**config.mk**
```make
export PLATFORM = sky130hd
export DESIGN_NAME = flap_input_ctrl
export DESIGN_NICKNAME = d
export VERILOG_FILES = /design/src/rtl/flap_input_ctrl.sv
export SDC_FILE = /design/constraint.sdc
export NUM_CORES = 1
export LEC_CHECK = 0
export BUFFER_PORTS_ARGS = -buffer_cell sky130_fd_sc_hd__buf_2
export CELL_PAD_IN_SITES_DETAIL_PLACEMENT = 0
export CELL_PAD_IN_SITES_GLOBAL_PLACEMENT = 1
export CORE_MARGIN = 10
export CORE_UTILIZATION = 40
export DETAILED_ROUTE_END_ITERATION = 10
export GPL_TIMING_DRIVEN = 1
export PLACE_DENSITY_LB_ADDON = 0.3
export SLEW_MARGIN = 20
export SYNTH_ARGS = -nofsm -noshare
export SYNTH_HDL_FRONTEND = slang
export SYNTH_SLANG_ARGS = --single-unit
```
**constraint.sdc**
```tcl
create_clock -name clk -period 2 [get_ports clk]
set_input_delay 0.2 -clock clk [delete_from_list [all_inputs] [get_ports clk]]
set_output_delay 0.2 -clock clk [all_outputs]
set_load 0.01 [all_outputs]
```
**src/rtl/flap_input_ctrl.sv**
```systemverilog
// Flap button conditioning and game sequencer: synchronises the raw key into
// single-cycle press pulses, paces gravity pulses and tracks IDLE/PLAY/OVER.
module flap_input_ctrl #(
    parameter int GRAV_PERIOD = 8,
    parameter int HANG_CYCLES = 12,
    parameter int CNT_W = $clog2((GRAV_PERIOD > HANG_CYCLES) ? GRAV_PERIOD : HANG_CYCLES) + 1
) (
    input  logic       clk,
    input  logic       reset,
    input  logic       key_raw,
    input  logic       game_over,
    output logic       press,
    output logic       gravity,
    output logic       playing,
    output logic [7:0] flap_count
);

    typedef enum logic [1:0] {IDLE, PLAY, OVER} state_t;

    localparam logic [CNT_W-1:0] HANG_LOAD = CNT_W'(HANG_CYCLES - 1);
    localparam logic [CNT_W-1:0] GRAV_LOAD = CNT_W'(GRAV_PERIOD - 1);
    localparam logic [CNT_W-1:0] CNT_ONE   = CNT_W'(1);

    state_t           state_q, state_d;
    logic             s1, s2, kd;
    logic             key_edge;
    logic             press_d, grav_d, playing_d;
    logic [CNT_W-1:0] cnt_q, cnt_d;
    logic [7:0]       flaps_d;

    assign key_edge = s2 & ~kd;

    // Sync flops reset to 1 so a key held through reset must be released first.
    always_ff @(posedge clk) begin
        if (reset) begin
            s1         <= 1'b1;
            s2         <= 1'b1;
            kd         <= 1'b1;
            state_q    <= IDLE;
            press      <= 1'b0;
            gravity    <= 1'b0;
            playing    <= 1'b0;
            cnt_q      <= '0;
            flap_count <= '0;
        end else begin
            s1         <= key_raw;
            s2         <= s1;
            kd         <= s2;
            state_q    <= state_d;
            press      <= press_d;
            gravity    <= grav_d;
            playing    <= playing_d;
            cnt_q      <= cnt_d;
            flap_count <= flaps_d;
        end
    end

    always_comb begin
        state_d = state_q;
        press_d = 1'b0;
        grav_d  = 1'b0;
        cnt_d   = cnt_q;
        flaps_d = flap_count;
        case (state_q)
            IDLE: begin
                if (key_edge) begin
                    state_d = PLAY;
                    press_d = 1'b1;
                    cnt_d   = HANG_LOAD;
                    flaps_d = 8'd1;
                end
            end
            PLAY: begin
                if (game_over) begin
                    state_d = OVER;
                end else if (key_edge) begin
                    press_d = 1'b1;
                    cnt_d   = HANG_LOAD;
                    if (flap_count != '1)
                        flaps_d = flap_count + 8'd1;
                end else if (cnt_q == '0) begin
                    grav_d = 1'b1;
                    cnt_d  = GRAV_LOAD;
                end else begin
                    cnt_d = cnt_q - CNT_ONE;
                end
            end
            OVER: begin
                if (key_edge)
                    state_d = IDLE;
            end
            default: state_d = IDLE;
        endcase
        playing_d = (state_d == PLAY);
    end

endmodule

```
## After elaboration in Yosys (flattened, before gate mapping)

Cells that the tools add are included.

- Flip-flop bits (word level): 21
- Bits of input ports: 4
- Output and inout port bits: 11
- Logic and storage cells: 46

- Add/subtract/negate cells: 2
- Eq/ne operators: 8
- Muxes and demuxes: 18
- Bitwise logic cells: 3
- Reductions and logical operators: 6

Operator list:

| kind | number |
|---|---|
| $mux 8 | 4 |
| $mux 5 | 4 |
| $pmux 8 s2 | 1 |
| $pmux 5 s2 | 1 |
| $add 8x1->8 const B | 1 |
| $ne 2x2->1 const B | 4 |
| $ne 8x8->1 const B | 1 |
| $mux 2 | 3 |
| $pmux 2 s3 | 1 |
| $logic_not 5->1 | 1 |
| $reduce_and 5->1 | 1 |
| $sub 5x1->5 const B | 1 |
| $eq 2x1->1 const B | 2 |
| $reduce_or 4->1 | 1 |
| $mux 1 | 3 |
| $reduce_and 3->1 | 1 |
| $eq 2x2->1 const B | 1 |
| $logic_not 2->1 | 1 |
| $not 1->1 | 2 |
| $pmux 1 s2 | 1 |
| $reduce_bool 2->1 | 1 |
| $and 1x1->1 | 1 |

## Depth between registers and ports, before layout

- Depth after elaboration: 5
- Mapped depth: 6
- Depth with buffers taken out: 6

## Worst setup path after synthesis

No wires, ideal clock.

- Kind: register -> register
- Start: reg flap_count[0]
- End: reg flap_count[0]
- Setup time: 0.086 ns
- Arrival: 1.518 ns
- Data required time: 1.914 ns
- Setup slack: 0.396 ns
- Cell stages (with the launch flop): 6
- Buffers on the path: 0
- Clock period less this slack: 1.604 ns
- Path through: dfxtp_1 -> ha_1 -> nand3_1 -> nor3_1 -> nor3_1 -> a211oi_1

- Longest elaborated chain between the ends: 5
- Elaborated cells between the ends (all ways): 8
- Those cells by class: 1 x add/sub; 2 x eq/ne; 4 x mux; 1 x reduce/logical

RTL lines:

| element | line | text |
|---|---|---|
| start, declared | 15 | `output logic [7:0] flap_count` |
| start signal, assigned | 54 | `flap_count <= flaps_d;` |
| $add 8x1->8 | 80 | `flaps_d = flap_count + 8'd1;` |
| $mux 8 | 79 | `if (flap_count != '1)` |
| $mux 8 | 76 | `end else if (key_edge) begin` |
| $mux 8 | 74 | `if (game_over) begin` |
| $pmux 8 s2 | 64 | `case (state_q)` |

Several ways; a longest one is shown, not always the timed one. The select of a mux whose other input is x is not followed.
A chain may end at the register's enable or synchronous reset.

## Final worst setup path

- Start: reg flap_count[0]
- End: reg flap_count[3]

The elaborated chain is that of the path after synthesis.

==> results.yml <==
cells_and_area:
  fill_cells: 240
  regArea_sq_um: 420
  synthToLayoutAreaGrowth_pct: 15.3
  top_register: "flap_count"
  fin_util: 0.485
  diodes: 0
  drive_gt1_frac: 0.242
  multi_input_area_sq_um: 479
  largestRegisters: "flap_count: 8 flops, cnt_q: 5 flops, state_q: 2 flops"
  largest_reg_flops: 8
  nets: 127
detailed_routing:
  post_drt_wl_per_cell_um: 13.2
  drt-pass1-iter-count: 4
  drt-total-wl_um: 1960
  drc: 0
  vias: 797
  viasPerCell: 5.39
  antenna_left: 0
  drtIter0Drc: 13
global_route:
  antenna_found_initial: 0
  grt_pass1_vias: 811
  grt-ovfl-total: 0
  groute.usage.overall: 0.0930
  grt_start_max_net_pins: 17
  grt_pass1_wl_um: 3420
setup_path:
  critPathLaunchType: "register"
  r2r-end: "flap_count[3]$_SDFFE_PP0P_"
  reg2reg_depth: 6
  arrival_ns: 1.94
  rr_startpoint: "flap_count[0]$_SDFFE_PP0P_"
  cp.required_ns: 2.24
  cp-end-kind: "register"
  timing_worst_setup_path_type: "register to register"
  cp_max_fo: 8
  reg2reg_slack_ns: 0.30
cts:
  htreeDepth: 1
  cts_tree: "built"
  cts-root-buf: "clkbuf_4"
  cts_hold_buf: 0
  cts_buffers: 3
  clock_sinks: 21
  post_cts_buffers: 0
  clk_pin_slew_ns: 0.12
  cts_buffer_depth: 2
  clock_latency_ns: 0.31
  post_cts_resized: 0
power:
  cellPowerDensity_mw_per_mm2: 645
  total_power_mw: 0.691
  vdd_drop_max_v: 0.000475
  cellLeakagePower_nw: 0.410
logic_synthesis:
  synth_flop_cell: "dfxtp_1"
  yosys.area.top_type_share: 0.452
  synth.area.top_cells: "dfxtp_1 45%, or4_1 4.8%, a21oi_1 4.3%"
  synth_edf_count: 0
  async_flop_share: 0
  yosysTopAreaCell: "dfxtp_1"
  ys_types: 35
  syn_area_per_cell_sq_um: 9.20
  yosysWarnings: 0
  syn_area_sq_um: 930
  synth_commonest_cells: "21 x dfxtp_1, 8 x a21oi_1, 6 x nand3_1, 6 x nor2_1, 6 x or4_1"
  ys_seq_area_frac: 0.452
  syn_nets: 107
  yosysMostFrequentCell: "dfxtp_1"
  synth_seq_cells: 21
  postSynthCellCount: 101
floorplanning:
  die_x_um: 68.2
  start_util: 0.420
  core_area_sq_mm: 0.00221
  pin_count: 15
  die_area_sq_mm: 0.00465
  die_h_um: 68.2
  rows: 17
status:
  outcome: "finished clean"
sta:
  final_max_slew_viol_count: 0
  holdWs_ns: 0.0617
  fin_crit_ns: 1.70
  fmax_mhz: 588
  finalCritPeriodShare: 0.850
  tightest_slew_ns: 0.437
  worst_slack_ns: 0.301
  final_hold_viol_count: 0
  rsz0062_at_grt: "false"
  fin_skew_ns: 0.00652
  setup_tns_ns: 0
  relSlewSlack: 0.705
  setup_violations: 0
worst_hold_path:
  holdPathEnd: "s1$_SDFF_PP1_"
  holdPathStages: 2
  hold_path.class: "primary input to register"
  hold_start: "key_raw"
place:
  dpl.hpwl_um: 1500
  finalWeightedCongestion: 0.799
  io_buffers: 14
  pre_cts_slack_ns: 0.357
run:
  maxCapViolCount: 0
==> kinds of logic after synthesis <==
logic type               count (synthesis)  share of synthesized area
XOR/XNOR                                 1                    0.00942
multiplexers                             1                     0.0108
adder cells (fa/ha/maj)                  2                     0.0269
flip-flops                              21                      0.452
AO/OA/AOI/OAI                           22                      0.151
buffers and inverters                    6                     0.0323
AND/OR/NAND/NOR                         48                      0.318
==> worst max path at each step <==
stage | start | endpoint
after floorplan | flap_count[0]$_SDFFE_PP0P_ | flap_count[0]$_SDFFE_PP0P_
after global placement | flap_count[0]$_SDFFE_PP0P_ | flap_count[5]$_SDFFE_PP0P_
after detailed placement | flap_count[0]$_SDFFE_PP0P_ | flap_count[5]$_SDFFE_PP0P_
after CTS | flap_count[0]$_SDFFE_PP0P_ | flap_count[5]$_SDFFE_PP0P_
after global routing | flap_count[0]$_SDFFE_PP0P_ | flap_count[3]$_SDFFE_PP0P_
final | flap_count[0]$_SDFFE_PP0P_ | flap_count[3]$_SDFFE_PP0P_
==> routing by layer <==
metal	part of all wire	global-route usage	vias to the layer above	wire, um
li1	-	-	417	-
met1	0.44	0.101	364	859
met2	0.49	0.162	14	955
met3	0.065	0.0424	2	127
met4	0.0087	0.0226	0	17
met5	0	0	-	0
==> layout make-up <==
class,instances,share of cell area
clock buffer,3,0.0210
clock inverter,1,0.00700
inverter,4,0.0140
multi-input combinational,74,0.447
sequential,21,0.392
tap,28,0.0327
timing repair buffer,17,0.0863
==> report_power, final <==
| part | total [mW] | internal (mW) | switching [mW] | leakage [nW] |
|---|---|---|---|---|
| combinational | 0.0469 | 0.0205 | 0.0264 | 0.226 |
| sequential | 0.434 | 0.427 | 0.00744 | 0.170 |
| clock | 0.210 | 0.0763 | 0.134 | 0.0139 |
==> per-stage QoR <==
| stage | std cells | cell area, sq um |
|---|---|---|
| 6_report | 148 | 1070 |
| 2_1_floorplan | 101 | 930 |
| 4_1_cts | 148 | 1070 |
| 5_1_grt | 148 | 1070 |
| 3_5_place_dp | 144 | 1040 |
| 3_3_place_gp | 144 | 1040 |
==> placed cells by master (no fill, tap or decap), types with 3 or more instances in the layout <==
master,synthesis,final
nand2_1,5,5
clkbuf_4,0,3
nor2_1,6,6
a21oi_1,8,8
buf_4,0,3
nand3_1,6,6
o21ai_0,3,3
a211oi_1,3,3
inv_1,4,4
or4_1,6,6
buf_2,0,14
nor3_1,5,5
o31ai_1,4,4
or2_2,3,3
dfxtp_1,21,21
==> critical path: stages (launching register included) <==
cell     delay (ns)
dfxtp_1        0.37
ha_1           0.22
nand3_1        0.18
nor3_1         0.08
buf_4          0.16
or4_1          0.47
a21oi_1        0.15
(Power assumes the default switching activity.)
